$ cat src/rtl/mul_pkg.sv
// Shared types for the multiplier issue controller: op encoding and op decode helpers.
package mul_pkg;

    typedef enum logic [1:0] {
        MUL_W   = 2'd0,
        MULH_W  = 2'd1,
        MULH_WU = 2'd2
    } mul_op_t;

    // Requester index field width inside the shadow pipe (covers up to 4 requesters)
    localparam int unsigned MUL_ID_W = 2;

    // MUL_W low half is sign-agnostic; driving it signed keeps the encoding uniform
    function automatic logic mul_op_is_signed(input mul_op_t op);
        return (op == MUL_W) || (op == MULH_W);
    endfunction

    function automatic logic mul_op_is_high(input mul_op_t op);
        return op != MUL_W;
    endfunction

endpackage

$ cat src/rtl/rr_arbiter.sv
// Round-robin arbiter: one-hot grant starting the search at the pointer; the pointer
// moves past the winner only on cycles where the caller signals that the grant was taken.
module rr_arbiter #(
    parameter int unsigned N = 2
) (
    input  logic                 clk,
    input  logic                 rst_n,
    input  logic [N-1:0]         req_i,
    input  logic                 advance_i,
    output logic [N-1:0]         grant_o,
    output logic [$clog2(N)-1:0] grant_idx_o
);

    localparam int unsigned PTR_W = $clog2(N);

    logic [PTR_W-1:0] ptr_q, ptr_d;
    logic             found;
    int unsigned      cand;

    always_comb begin
        grant_o     = '0;
        grant_idx_o = '0;
        found       = 1'b0;
        cand        = 0;
        for (int unsigned k = 0; k < N; k++) begin
            cand = (32'(ptr_q) + k) % N;
            if (!found && req_i[cand]) begin
                found         = 1'b1;
                grant_o[cand] = 1'b1;
                grant_idx_o   = PTR_W'(cand);
            end
        end
    end

    always_comb begin
        ptr_d = ptr_q;
        if (advance_i) begin
            ptr_d = (grant_idx_o == PTR_W'(N - 1)) ? '0 : grant_idx_o + 1'b1;
        end
    end

    always_ff @(posedge clk) begin
        if (!rst_n) begin
            ptr_q <= '0;
        end else begin
            ptr_q <= ptr_d;
        end
    end

endmodule

$ cat src/rtl/mul_issue_ctrl.sv
// Issue/sequencing controller for the 3-stage pipelined multiplier: arbitrates requesters,
// tracks in-flight ops in a shadow valid/tag pipe and returns the selected product half.
module mul_issue_ctrl
    import mul_pkg::*;
#(
    parameter int unsigned N_REQ = 2,
    parameter int unsigned TAG_W = 5
) (
    input  logic                     clk,
    input  logic                     rst_n,
    input  logic [N_REQ-1:0]         req_valid_i,
    output logic [N_REQ-1:0]         req_ready_o,
    input  logic [N_REQ*2-1:0]       req_op_i,
    input  logic [N_REQ*32-1:0]      req_a_i,
    input  logic [N_REQ*32-1:0]      req_b_i,
    input  logic [N_REQ*TAG_W-1:0]   req_tag_i,
    input  logic                     flush_i,
    output logic [31:0]              mul_x_o,
    output logic [31:0]              mul_y_o,
    output logic                     mul_signed_o,
    output logic                     mul_stall_o,
    input  logic [63:0]              mul_res_i,
    output logic                     out_valid_o,
    input  logic                     out_ready_i,
    output logic [31:0]              out_data_o,
    output logic [TAG_W-1:0]         out_tag_o,
    output logic [$clog2(N_REQ)-1:0] out_id_o
);

    localparam int unsigned ID_W = $clog2(N_REQ);

    typedef struct packed {
        logic                v;
        mul_op_t             op;
        logic [TAG_W-1:0]    tag;
        logic [MUL_ID_W-1:0] id;
    } mul_shadow_t;

    mul_shadow_t s2_q, s2_d;
    mul_shadow_t s3_q, s3_d;

    logic             stall;
    logic             accept_en;
    logic [N_REQ-1:0] req_masked;
    logic [N_REQ-1:0] grant;
    logic [ID_W-1:0]  grant_idx;
    logic             accepted;
    mul_op_t          op_sel;
    logic [TAG_W-1:0] tag_sel;

    // Flush overrides backpressure so the multiplier flushes its garbage forward
    assign stall     = s3_q.v & ~out_ready_i & ~flush_i;
    assign accept_en = ~stall & ~flush_i & rst_n;

    assign req_masked = req_valid_i & {N_REQ{accept_en}};
    assign accepted   = |grant;

    rr_arbiter #(
        .N(N_REQ)
    ) u_rr_arbiter (
        .clk        (clk),
        .rst_n      (rst_n),
        .req_i      (req_masked),
        .advance_i  (accepted),
        .grant_o    (grant),
        .grant_idx_o(grant_idx)
    );

    always_comb begin
        op_sel  = mul_op_t'(req_op_i[32'(grant_idx)*2 +: 2]);
        tag_sel = req_tag_i[32'(grant_idx)*TAG_W +: TAG_W];
    end

    always_comb begin
        mul_x_o      = '0;
        mul_y_o      = '0;
        mul_signed_o = 1'b0;
        if (accepted) begin
            mul_x_o      = req_a_i[32'(grant_idx)*32 +: 32];
            mul_y_o      = req_b_i[32'(grant_idx)*32 +: 32];
            mul_signed_o = mul_op_is_signed(op_sel);
        end
    end

    assign req_ready_o = grant;
    assign mul_stall_o = stall;

    always_comb begin
        s2_d = s2_q;
        s3_d = s3_q;
        if (flush_i) begin
            s2_d.v = 1'b0;
            s3_d.v = 1'b0;
        end else if (!stall) begin
            s2_d.v   = accepted;
            s2_d.op  = op_sel;
            s2_d.tag = tag_sel;
            s2_d.id  = MUL_ID_W'(grant_idx);
            s3_d     = s2_q;
        end
    end

    always_ff @(posedge clk) begin
        if (!rst_n) begin
            s2_q <= '0;
            s3_q <= '0;
        end else begin
            s2_q <= s2_d;
            s3_q <= s3_d;
        end
    end

    assign out_valid_o = s3_q.v & ~flush_i;
    assign out_data_o  = mul_op_is_high(s3_q.op) ? mul_res_i[63:32] : mul_res_i[31:0];
    assign out_tag_o   = s3_q.tag;
    assign out_id_o    = s3_q.id[ID_W-1:0];

endmodule
$ cat config.mk
export PLATFORM = sky130hd
export DESIGN_NAME = mul_issue_ctrl
export DESIGN_NICKNAME = d
export VERILOG_FILES = /design/src/rtl/mul_pkg.sv /design/src/rtl/rr_arbiter.sv /design/src/rtl/mul_issue_ctrl.sv
export SDC_FILE = /design/constraint.sdc
export NUM_CORES = 1
export LEC_CHECK = 0
export ABC_CLOCK_PERIOD_IN_PS = 4600
export BUFFER_PORTS_ARGS = -buffer_cell sky130_fd_sc_hd__buf_2
export CORE_AREA = 2 2 126 128
export CTS_BUF_LIST = sky130_fd_sc_hd__clkbuf_2
export DETAILED_ROUTE_END_ITERATION = 6
export DIE_AREA = 0 0 128 130
export GPL_TIMING_DRIVEN = 0
export PLACE_DENSITY = 0.51
export SYNTH_ARGS = -nofsm -noshare
export SYNTH_HDL_FRONTEND = slang
export SYNTH_SLANG_ARGS = --single-unit
$ cat constraint.sdc
create_clock -name clk -period 4.6 [get_ports clk]
set_input_delay 1.15 -clock clk [delete_from_list [all_inputs] [get_ports clk]]
set_output_delay 1.15 -clock clk [all_outputs]
set_load 0.01 [all_outputs]
==> reports/metrics.cfg <==
[critical_path]
startpoint = flush_i
cp.arrival_ps = 3040
crit_fanout = 10
r2r-end = out_tag_o[1]
rr_startpoint = s3_q[9]
max_stage_delay_ps = 480
crit_end = mul_x_o[30]
reg2reg_depth = 5
critPathKind = input pin to output pin
cp-end-kind = output pin
crit_family = buffers and inverters
worst-path-stages = 7
worstPathBufferInverterCount = 4
worstPathRequired_ps = 3450
crit_slowest_cell = clkbuf_1
path_cells = buf_2, nor2b_1, clkbuf_1, clkbuf_1, nand4_1, mux2i_1, buf_2
crit_path_start_kind = input pin
reg2reg_slack_ps = 2690

[placed_design]
gp_congestion = 0.8230
placed_area_um2 = 4544
numPortBuffers = 318
hpwlAfterDp_um = 11550

[sta]
setup-violations-final = 0
slew_headroom_pct = 53.00
tightest_slew_ps = 705.0
finalHoldViolCount = 0
fmax_mhz = 238.4
finalCriticalPeriod_ps = 4194
timing.final.crit_share_pct = 91.18
whs_ps = 464.5
maxSlewViolCount = 0
fin_tns_setup_ps = 0
rsz0062_at_grt = no
finalClockSkew_ps = 19.58

[hold_path]
whs_path_depth = 2
hold_path_class = flop to flop

[floorplanning]
die_h_um = 130
core_area_um2 = 15420
die_w_um = 128
rows = 46
start_util_pct = 17.59
dieArea_um2 = 16640
io_pins = 319

[clock_tree]
cts.repair.resized = 0
cts_setup_buffers = 0
cts_htree_levels = 1
clock_path_buffers = 2
insertion_delay_ps = 320
cts.clk_slew.worst_paths_ps = 200
clock_sink_count = 19
cts_hold_buf = 0
cts-root-buf = clkbuf_2
cts_tree = done
numCtsBuffers = 3

[synthesis]
synth_warnings = 0
ys_ff_latch = 19
syn-mean-instance-area_um2 = 7.391
ys_types = 31
netlist_area_um2 = 2713
syn_nets = 579
syn_inst = 367
yosysSeqAreaShare_pct = 14.02

[global_route]
grt_pass1_wl_um = 19240
antenna_found_initial = 5
overflow = 0
grt_pass1_vias = 3662
grt.total_usage_pct = 14.74
grt_max_degree = 12

[outcome]
status = finished clean

[power]
cellLeakagePower_nw = 2.895
powerDensity_nw_per_um2 = 129.8
p_switching_mw = 0.2251
clock_power_share_pct = 12.4
comb_power_share_pct = 57.5
peakVddDrop_v = 0.00006301
swShare_pct = 38.00
pwr-share-seq_pct = 30.1
p_int_mw = 0.3673

[routing]
drc = 0
wl_per_cell_um = 15.45
vias = 3884
first_iter_violations = 123
routed_via_density = 4.409
postRouteAntennaNets = 0
wirelength_um = 13610
dr.pass1.iters = 4

[finish]
layout-drive-gt1-share_pct = 54.43
fin_nets = 902
layout_commonest_cell = buf_2
mostFrequentLayoutCells = buf_2, inv_1, nand4_1, mux2i_1, clkbuf_1
fin_area_um2 = 4564
n_antenna_cell = 0
area_growth_pct = 68.27

[flow_run]
cap_violations = 0

## power groups by stage
| stage | Sequential (mW) | Combinational (mW) | Clock, mW |
|---|---|---|---|
| floorplan | 0.180 | 0.169 | 0 |
| global placement | 0.182 | 0.343 | 0 |
| detailed placement | 0.182 | 0.343 | 0 |
| CTS | 0.178 | 0.345 | 0.0748 |
| global route | 0.179 | 0.376 | 0.0824 |
| finish | 0.178 | 0.341 | 0.0735 |
## worst min-delay path, stage by stage, from the launching register on
cell	delay [ps]
dfxtp_1	350
nand3_1	60
a21oi_1	50
## metal layers
| metal | vias up | GRT usage (%) | share of wire [%] |
|---|---|---|---|
| met5 | - | 0 | 0 |
| met4 | 0 | 1.745 | 0.84 |
| met2 | 209 | 29.60 | 53 |
| li1 | 1960 | - | - |
| met1 | 1701 | 16.39 | 39 |
| met3 | 14 | 2.911 | 7.7 |
## stage by stage
stage / setup WS, ps / std cells / util, % / total power, mW
floorplan: 1093 / 367 / - / 0.3495
global placement: 313.1 / 877 / 29.46 / 0.5244
detailed placement: 313.2 / 877 / 29.46 / 0.5250
CTS: 303.4 / 881 / 29.59 / 0.5984
global route: 102.5 / 881 / 29.59 / 0.6377
finish: 405.8 / 881 / 29.59 / 0.5924
## registers in the layout, indices dropped and copies added, names as in the netlist
register	count
out_id_o	1
u_rr_arbiter.ptr_q	1
out_tag_o	5
s3_q	3
s2_q	9
## cells in the mapped netlist (all sizes together)
cell	instances	area share, %
clkinv	2	0.28
nand2b	2	0.46
a21boi	1	0.28
a311oi	7	2.3
a211oi	2	0.55
mux2	32	13
o2111a	1	0.42
or4	1	0.28
a31oi	1	0.23
o21a	1	0.28
nand4	64	15
clkbuf	33	4.6
buf	12	3.4
inv	65	9.0
nor4	1	0.23
or3b	6	1.9
a21oi	15	2.8
dfxtp	19	14
nand3	10	1.8
or2	1	0.23
o211ai	1	0.28
nor2	4	0.55
mux2i	64	24
o21ai	15	2.8
nand2	2	0.28
a21o	1	0.28
nor2b	4	1.2
## kinds of logic (layout without fill, tap and decap cells)
logic type / Yosys count / after routing / synth area share, %
mux: 96 / 96 / 36.90
simple gates: 95 / 95 / 21.77
buf+inv: 112 / 434 / 17.20
compound gates: 45 / 45 / 10.10
flops: 19 / 19 / 14.02
## how the worst min path moves through the flow
| stage | slack (ps) | start | to |
|---|---|---|---|
| 2_1_floorplan | 440 | s2_q[0] | out_id_o |
| 3_3_place_gp | 450 | s2_q[9] | s3_q[9] |
| 3_5_place_dp | 450 | s2_q[9] | s3_q[9] |
| 4_1_cts | 470 | s2_q[7] | s3_q[7] |
| 5_1_grt | 490 | s2_q[0] | out_id_o |
| 6_report | 460 | s2_q[7] | s3_q[7] |
## final cells by class
| type | count | area, um^2 |
|---|---|---|
| inverters | 67 | 251.5 |
| clock buffers | 3 | 15.01 |
| well taps | 192 | 240.2 |
| fillers | 1776 | 10860 |
| multi-input cells | 236 | 1866 |
| repair buffers | 318 | 1592 |
| clock inverters | 1 | 5.005 |
| flip-flops and latches | 19 | 380.4 |
| plain buffers | 45 | 215.2 |
No activity file was read; power rests on OpenSTA's default activity.
